### src/rtl/fsm_mon_pkg.sv
// Shared constants and the arc-index helper for the FSM arc monitor and its benches.
package fsm_mon_pkg;

  localparam logic MON_EMPTY = 1'b0;
  localparam logic MON_TRACK = 1'b1;

  localparam logic ZERO = 1'b0;
  localparam logic ONE  = 1'b1;

  localparam int unsigned MAX_STATE_W = 3;

  // Arc index {from,to} for any state width up to MAX_STATE_W; callers truncate to 2*state_w.
  function automatic logic [2*MAX_STATE_W-1:0] arc_idx(input logic [MAX_STATE_W-1:0] from,
                                                       input logic [MAX_STATE_W-1:0] to,
                                                       input int unsigned state_w);
    logic [2*MAX_STATE_W-1:0] w_from;
    logic [2*MAX_STATE_W-1:0] w_to;
    w_from = {{MAX_STATE_W{1'b0}}, from};
    w_to   = {{MAX_STATE_W{1'b0}}, to};
    return (w_from << state_w) | w_to;
  endfunction

endpackage

### src/rtl/fsm_mon_sat_cnt.sv
// Saturating up-counter with synchronous clear and synchronous active-low reset.
module fsm_mon_sat_cnt #(
  parameter int unsigned CNT_W = 8
) (
  input  logic             i_clock,
  input  logic             i_reset_n,
  input  logic             i_inc,
  input  logic             i_clr,
  output logic [CNT_W-1:0] o_cnt
);

  logic [CNT_W-1:0] r_cnt;

  always_ff @(posedge i_clock) begin
    if (!i_reset_n) begin
      r_cnt <= '0;
    end else if (i_clr) begin
      r_cnt <= '0;
    end else if (i_inc && (r_cnt != {CNT_W{1'b1}})) begin
      r_cnt <= r_cnt + CNT_W'(1);
    end
  end

  assign o_cnt = r_cnt;

endmodule

### src/rtl/fsm_arc_monitor.sv
// Samples an FSM state vector, reports and counts state-to-state arcs against a legality mask.
// Optional macro FSM_ARC_MONITOR_SELFLOOP_EN: also report self-loop samples as arcs {s,s}.
module fsm_arc_monitor
  import fsm_mon_pkg::*;
#(
  parameter int unsigned                   STATE_W    = 1,
  parameter int unsigned                   CNT_W      = 8,
  parameter logic [(1<<(2*STATE_W))-1:0]   LEGAL_MASK = '1
) (
  input  logic                 i_clock,
  input  logic                 i_reset_n,
  input  logic                 i_sample_en,
  input  logic [STATE_W-1:0]   i_state_in,
  input  logic                 i_clr,
  output logic                 o_arc_valid,
  output logic [STATE_W-1:0]   o_arc_from,
  output logic [STATE_W-1:0]   o_arc_to,
  output logic                 o_arc_illegal,
  output logic [CNT_W-1:0]     o_illegal_cnt,
  input  logic [2*STATE_W-1:0] i_rd_idx,
  output logic [CNT_W-1:0]     o_rd_cnt
);

  localparam int unsigned IDX_W    = 2 * STATE_W;
  localparam int unsigned NUM_ARCS = 1 << IDX_W;

  logic               r_state;
  logic               w_state_next;
  logic [STATE_W-1:0] r_prev;
  logic [STATE_W-1:0] w_prev_next;
  logic               w_arc_det;

  logic               r_pend;
  logic [STATE_W-1:0] r_pend_from;
  logic [STATE_W-1:0] r_pend_to;
  logic [IDX_W-1:0]   w_pend_idx;
  logic               w_pend_illegal;

  logic               r_arc_valid;
  logic               r_arc_illegal;
  logic [STATE_W-1:0] r_arc_from;
  logic [STATE_W-1:0] r_arc_to;
  logic [CNT_W-1:0]   r_rd_cnt;

  logic [NUM_ARCS-1:0] w_cnt_inc;
  logic                w_ill_inc;
  logic [CNT_W-1:0]    w_cnt [NUM_ARCS];

  // Control FSM state register
  always_ff @(posedge i_clock) begin
    if (!i_reset_n) begin
      r_state <= MON_EMPTY;
      r_prev  <= '0;
    end else begin
      r_state <= w_state_next;
      r_prev  <= w_prev_next;
    end
  end

  // Next state: clr wins over a simultaneous sample, which is then discarded
  always_comb begin
    w_state_next = r_state;
    w_prev_next  = r_prev;
    if (i_clr) begin
      w_state_next = MON_EMPTY;
      w_prev_next  = '0;
    end else if (i_sample_en) begin
      w_state_next = MON_TRACK;
      w_prev_next  = i_state_in;
    end
  end

  // Arc detection and per-arc increment decode
  always_comb begin
`ifdef FSM_ARC_MONITOR_SELFLOOP_EN
    w_arc_det = i_sample_en && !i_clr && (r_state == MON_TRACK);
`else
    w_arc_det = i_sample_en && !i_clr && (r_state == MON_TRACK) && (i_state_in != r_prev);
`endif
    w_pend_idx     = IDX_W'(arc_idx(3'(r_pend_from), 3'(r_pend_to), STATE_W));
    w_pend_illegal = ~LEGAL_MASK[w_pend_idx];
    w_ill_inc      = r_pend && !i_clr && w_pend_illegal;
    w_cnt_inc      = '0;
    for (int k = 0; k < NUM_ARCS; k++) begin
      w_cnt_inc[k] = r_pend && !i_clr && (w_pend_idx == IDX_W'(k));
    end
  end

  // Detected arc waits one cycle in the pending stage before being reported and counted
  always_ff @(posedge i_clock) begin
    if (!i_reset_n) begin
      r_pend        <= 1'b0;
      r_pend_from   <= '0;
      r_pend_to     <= '0;
      r_arc_valid   <= 1'b0;
      r_arc_illegal <= 1'b0;
      r_arc_from    <= '0;
      r_arc_to      <= '0;
      r_rd_cnt      <= '0;
    end else begin
      r_pend <= w_arc_det;
      if (w_arc_det) begin
        r_pend_from <= r_prev;
        r_pend_to   <= i_state_in;
      end
      r_arc_valid   <= r_pend;
      r_arc_illegal <= r_pend && w_pend_illegal;
      if (r_pend) begin
        r_arc_from <= r_pend_from;
        r_arc_to   <= r_pend_to;
      end
      r_rd_cnt <= w_cnt[i_rd_idx];
    end
  end

  for (genvar g = 0; g < NUM_ARCS; g++) begin : g_arc_cnt
    fsm_mon_sat_cnt #(
      .CNT_W (CNT_W)
    ) u_cnt (
      .i_clock   (i_clock),
      .i_reset_n (i_reset_n),
      .i_inc     (w_cnt_inc[g]),
      .i_clr     (i_clr),
      .o_cnt     (w_cnt[g])
    );
  end

  fsm_mon_sat_cnt #(
    .CNT_W (CNT_W)
  ) u_ill_cnt (
    .i_clock   (i_clock),
    .i_reset_n (i_reset_n),
    .i_inc     (w_ill_inc),
    .i_clr     (i_clr),
    .o_cnt     (o_illegal_cnt)
  );

  assign o_arc_valid   = r_arc_valid;
  assign o_arc_illegal = r_arc_illegal;
  assign o_arc_from    = r_arc_from;
  assign o_arc_to      = r_arc_to;
  assign o_rd_cnt      = r_rd_cnt;

endmodule

### config.mk
export PLATFORM = sky130hd
export DESIGN_NAME = fsm_arc_monitor
export DESIGN_NICKNAME = d
export VERILOG_FILES = /design/src/rtl/fsm_mon_pkg.sv /design/src/rtl/fsm_mon_sat_cnt.sv /design/src/rtl/fsm_arc_monitor.sv
export SDC_FILE = /design/constraint.sdc
export NUM_CORES = 1
export LEC_CHECK = 0
export CAP_MARGIN = 20
export CORE_MARGIN = 4
export CORE_UTILIZATION = 50
export DETAILED_ROUTE_END_ITERATION = 7
export PLACE_DENSITY = 0.81
export SETUP_SLACK_MARGIN = 0.02
export SLEW_MARGIN = 20
export SYNTH_ARGS = -nofsm -noshare
export SYNTH_HDL_FRONTEND = slang
export SYNTH_HIERARCHICAL = 1
export SYNTH_SLANG_ARGS = --single-unit
### constraint.sdc
create_clock -name i_clock -period 1.9 [get_ports i_clock]
set_input_delay 0.19 -clock i_clock [delete_from_list [all_inputs] [get_ports i_clock]]
set_output_delay 0.19 -clock i_clock [all_outputs]
set_load 0.01 [all_outputs]
# == Yosys cells after proc, flatten, opt, wreduce, memory -nomap -nowiden ==
# Cells that the tools add are included.
# op_classes
add_sub_neg,5
mul,0
n_div,0
n_lt_le_gt_ge,2
eq_ne,9
n_shift,0
muxes,5
n_bitwise,4
n_reduce_logical,18
# op_table
operator,count
"8-bit by 1-bit adder with 8-bit output, second input constant",5
"8-bit != test, second input constant",5
8-bit binary-select mux with 2-bit select,1
8-bit two-way mux,2
1-bit logical AND,15
"2-bit equality test, second input constant",2
"3-bit >= comparator, second input constant",1
"2-bit by 3-bit < comparator with 1-bit output, second input constant",1
2-bit NOT with 3-bit output,1
1-bit binary-select mux with 2-bit select,1
"2-bit by 1-bit equality test with 1-bit output, second input constant",1
2-bit zero test,1
1-bit NOT,2
2-bit by 1-bit bitwise OR with 2-bit output,1
2-bit OR reduction,1
1-bit zero test,1
1-bit two-way mux,1
1-bit != test,1
# totals
regBits,57
latch_bits,0
ram_bits,0
romBits,0
output_inout_bits,20
mem_count,0

# == Longest topological paths before layout ==
# depth
ltp_word,6
ltp_mapped,5
ltp_nobuf,5

# == By module ==
# The synthesis kept the hierarchy.
# by_module_without_submodules
module,n_inst,cells_each,area_per_inst_um2
fsm_mon_sat_cnt,5,46,421.7
fsm_arc_monitor,1,64,748.2

# == Worst setup path after synthesis ==
# Ideal clock, no wire load.
# synth_timing
path_kind,reg-to-reg
start,register r_pend_from
end,register g_arc_cnt[2].u_cnt.r_cnt[5]
setup_ps,72
arrival_ps,1528
t_required_ps,1828
setup_slack_ps,300
stages_incl_launch_ff,5
period_less_slack_ps,1600
path_cell_list,dfxtp_1 > nor4bb_1 > nand4_1 > a211oi_2 > mux2i_1
# synth_via
elab_chain_cells,4
# synth_lines
item,line,rtl
"start, declared",fsm_arc_monitor.sv:34,logic [STATE_W-1:0] r_pend_from;
"start signal, assigned",fsm_arc_monitor.sv:103,r_pend_from <= r_prev;
2-bit by 1-bit bitwise OR with 2-bit output,fsm_mon_pkg.sv:20,return (w_from << state_w) | w_to;
2-bit equality test,fsm_arc_monitor.sv:85,w_cnt_inc[k] = r_pend && !i_clr && (w_pend_idx == IDX_W'(k));
1-bit logical AND,fsm_arc_monitor.sv:85,
named net w_cnt_inc[2],fsm_arc_monitor.sv:45,logic [NUM_ARCS-1:0] w_cnt_inc;
1-bit logical AND,fsm_mon_sat_cnt.sv:19,end else if (i_inc && (r_cnt != {CNT_W{1'b1}})) begin
"end signal, assigned",fsm_mon_sat_cnt.sv:20,r_cnt <= r_cnt + CNT_W'(1);
"end, declared",fsm_mon_sat_cnt.sv:12,logic [CNT_W-1:0] r_cnt;
# The timed path passes the listed nets, and every way through them passes these cells.
# A chain may end at the register's enable or synchronous reset.

# == Final worst setup path ==
# layout_timing
start,input i_clr
end,register g_arc_cnt[0].u_cnt.r_cnt[5]
# layout_via
elab_chain_cells,4
elab_cells_between_ends,5
classes_between,reduce/logical: 5
# layout_lines
item,line,rtl
"start, declared",fsm_arc_monitor.sv:14,"input logic i_clr,"
1-bit zero test,fsm_arc_monitor.sv:85,
1-bit logical AND (2 in series),fsm_arc_monitor.sv:85,
named net w_cnt_inc[0],fsm_arc_monitor.sv:45,
1-bit logical AND,fsm_mon_sat_cnt.sv:19,
"end signal, assigned",fsm_mon_sat_cnt.sv:20,
"end, declared",fsm_mon_sat_cnt.sv:12,
# The timed path passes the listed nets, and every way through them passes these cells.

==> impl_metrics.env <==
export IMPL_synth_fa_ha_area_frac=0.02190
export IMPL_finalCriticalPeriod_ns=1.704
export IMPL_row_count=27
export IMPL_power_density_mw_per_mm2=578.9
export IMPL_synth_top_family_by_area="simple AND/OR/NAND/NOR gates"
export IMPL_synth_simple_area_share=0.2996
export IMPL_ys_ff_latch=56
export IMPL_cap_violations=0
export IMPL_nets=354
export IMPL_place_congestion=0.8616
export IMPL_yosys_area_top_type="dfxtp_1"
export IMPL_ctsResizeCount=0
export IMPL_synth_cell_types=33
export IMPL_ant_nets=0
export IMPL_rsz0062_at_grt="false"
export IMPL_yosysWarnings=6
export IMPL_power_mw=1.965
export IMPL_crit_type="primary input to register"
export IMPL_wirelength_um=6253
export IMPL_cts_tree="done"
export IMPL_drive_gt1_frac=0.1433
export IMPL_antenna_cells=0
export IMPL_syn_inst=294
export IMPL_viasPerCell=5.935
export IMPL_critPathCaptureType="register"
export IMPL_grt_pass1_vias=2270
export IMPL_grt_max_degree=16
export IMPL_wl_per_cell_um=15.10
export IMPL_period_share=0.8970
export IMPL_placed_area_mm2=0.003298
export IMPL_synth_compound_area_frac=0.1485
export IMPL_initial_core_util=0.5156
export IMPL_fmax_mhz=586.7
export IMPL_synthMuxAreaShare=0.1226
export IMPL_die_w_um=83.59
export IMPL_synth_area_leaders="dfxtp_1, mux4_2, and4_1, mux2i_1, a21oi_1"
export IMPL_chipHeight_um=83.59
export IMPL_irDropWorstVdd_mv=0.3196
export IMPL_async_flop_share=0
export IMPL_cts_path_max_buffers=2
export IMPL_grt_pass1_wl_um=10350
export IMPL_arrival_ns=1.93
export IMPL_stdcell_area_mm2=0.003395
export IMPL_setup_violations=0
export IMPL_first_pass_iters=4
export IMPL_clkSinkCount=56
export IMPL_p_leak_nw=1.221
export IMPL_synth_top_cell_area_share=0.3925
export IMPL_cp_max_fo=7
export IMPL_skew_ns=0.004359
export IMPL_hold_path_class="register to register"
export IMPL_antenna_found_initial=0
export IMPL_overflow=0
export IMPL_synthFlopType="dfxtp_1"
export IMPL_status="finished, final reports clean"
export IMPL_drv_slew=0
export IMPL_syn_to_final_growth_pct=18.84
export IMPL_hold_viol=0
export IMPL_numCtsBuffers=5
export IMPL_cts_reportedPaths_clkPinSlew_ns=0.09
export IMPL_ctsHoldBuffers=0
export IMPL_drc_errors=0
export IMPL_start_kind="primary input"
export IMPL_synth_edf_count=0
export IMPL_syn_area_per_cell_um2=9.716
export IMPL_dp_hpwl_um=4661
export IMPL_root_buffer="clkbuf_8"
export IMPL_grt_use_total=0.1754
export IMPL_core_mm2=0.005540
export IMPL_vias=2457
export IMPL_drt_iter0_markers=170
export IMPL_ys_seq_area_frac=0.3925
export IMPL_cts_max_level=2
export IMPL_num_io_pins=27
export IMPL_synth_xor_area_frac=0.003066
export IMPL_clock_latency_ns=0.30
export IMPL_io_buffer_count=25
export IMPL_required_ns=2.13
export IMPL_dieArea_mm2=0.006986
export IMPL_rrSetupSlack_ns=0.22
export IMPL_syn_area_mm2=0.002856
export IMPL_post_cts_buffers=0
-- flip-flops by register name (all words and copies together), names as in the netlist --
signal                 count
g_arc_cnt.u_cnt/o_cnt     32
o_arc_from                 1
o_arc_to                   1
o_arc_valid                1
o_rd_cnt                   8
r_pend                     1
r_pend_from                1
r_pend_to                  1
r_prev                     1
r_state                    1
u_ill_cnt/o_cnt            8
-- through the flow --
stage | setup WS, ns | utilization | instances | hold WS (ns) | setup TNS (ns)
after floorplan | 0.3002 | - | 300 | 0.3079 | 0
after global placement | 0.009473 | 0.5953 | 407 | 0.4604 | 0
after detailed placement | -0.02420 | 0.5953 | 407 | 0.4699 | -0.02728
after CTS | 0.1812 | 0.6127 | 414 | 0.4855 | 0
after global routing | 0.09686 | 0.6127 | 414 | 0.5119 | 0
final | 0.1957 | 0.6127 | 414 | 0.4839 | 0
-- power by group --
part | internal [mW] | switching [mW] | total [mW]
logic | 0.0508 | 0.0536 | 0.104
registers | 1.18 | 0.00489 | 1.18
clock network | 0.325 | 0.354 | 0.679
total | 1.55 | 0.412 | 1.97
-- worst max-delay path, cell delays in order --
cell and delay, ns:
clkdlybuf4s50_1 0.51, nor4b_1 0.41, buf_4 0.22, nand4_1 0.15, a211oi_2 0.25, mux2i_1 0.20
-- final cells by class --
type	instances	area (µm²)
well taps	72	90.09
multi-input cells	239	1728
inverters	1	3.754
repair buffers	39	355.3
fillers	457	2146
clock buffers	7	96.34
flip-flops and latches	56	1121
-- final timing paths --
| check | from | to | depth (start not counted) |
|---|---|---|---|
| worst max register to register | r_pend_to$_SDFFE_PN0P_ | g_arc_cnt[0].u_cnt/o_cnt[5]$_SDFFE_PP0P_ | 5 |
| worst min register to register | r_state$_SDFFE_PP0P_ | r_pend$_SDFF_PN0_ | 2 |
| worst max-delay path | i_clr | g_arc_cnt[0].u_cnt/o_cnt[5]$_SDFFE_PP0P_ | 6 |
| worst min-delay path | r_state$_SDFFE_PP0P_ | r_pend$_SDFF_PN0_ | 2 |
-- cells by family (layout without fill, tap and decap cells) --
group,after synthesis,after routing
compound gates,64,64
xor+xnor,1,1
fa+ha+maj,5,5
buf+inv,5,47
flops,56,56
mux,25,25
other cells,1,7
simple gates,137,137
-- cell usage in the layout (no fill, tap or decap), drive strengths merged, types with 7 or more instances in the layout --
master and instances:
a21oi 27, a31oi 10, and2 9, and4 25
buf 14, clkbuf 7, clkdlybuf4s50 25, conb 7
dfxtp 56, mux2i 17, mux4 8, nand2 28
nand2b 18, nor2b 20, nor3 12, o21ai 11
-- Yosys cell counts (all sizes together) (5+ instances only) --
master / count
dfxtp: 56
nand2: 28
a21oi: 27
and4: 25
nor2b: 20
nand2b: 18
mux2i: 17
nor3: 12
o21ai: 11
a31oi: 10
and2: 9
mux4: 8
a211oi: 5
a21boi: 5
a311oi: 5
and3: 5
ha: 5
nand3: 5
nand4: 5
nor2: 5
-- layer usage --
| layer | global-route usage | share of wire | up-vias |
|---|---|---|---|
| met5 | 0 | 0 | - |
| met4 | 0.07895 | 0.020 | 0 |
| met3 | 0.03060 | 0.052 | 10 |
| met2 | 0.2950 | 0.49 | 78 |
| met1 | 0.2189 | 0.44 | 1158 |
| li1 | - | - | 1211 |
Note: power is estimated with default switching activity, not from simulation.
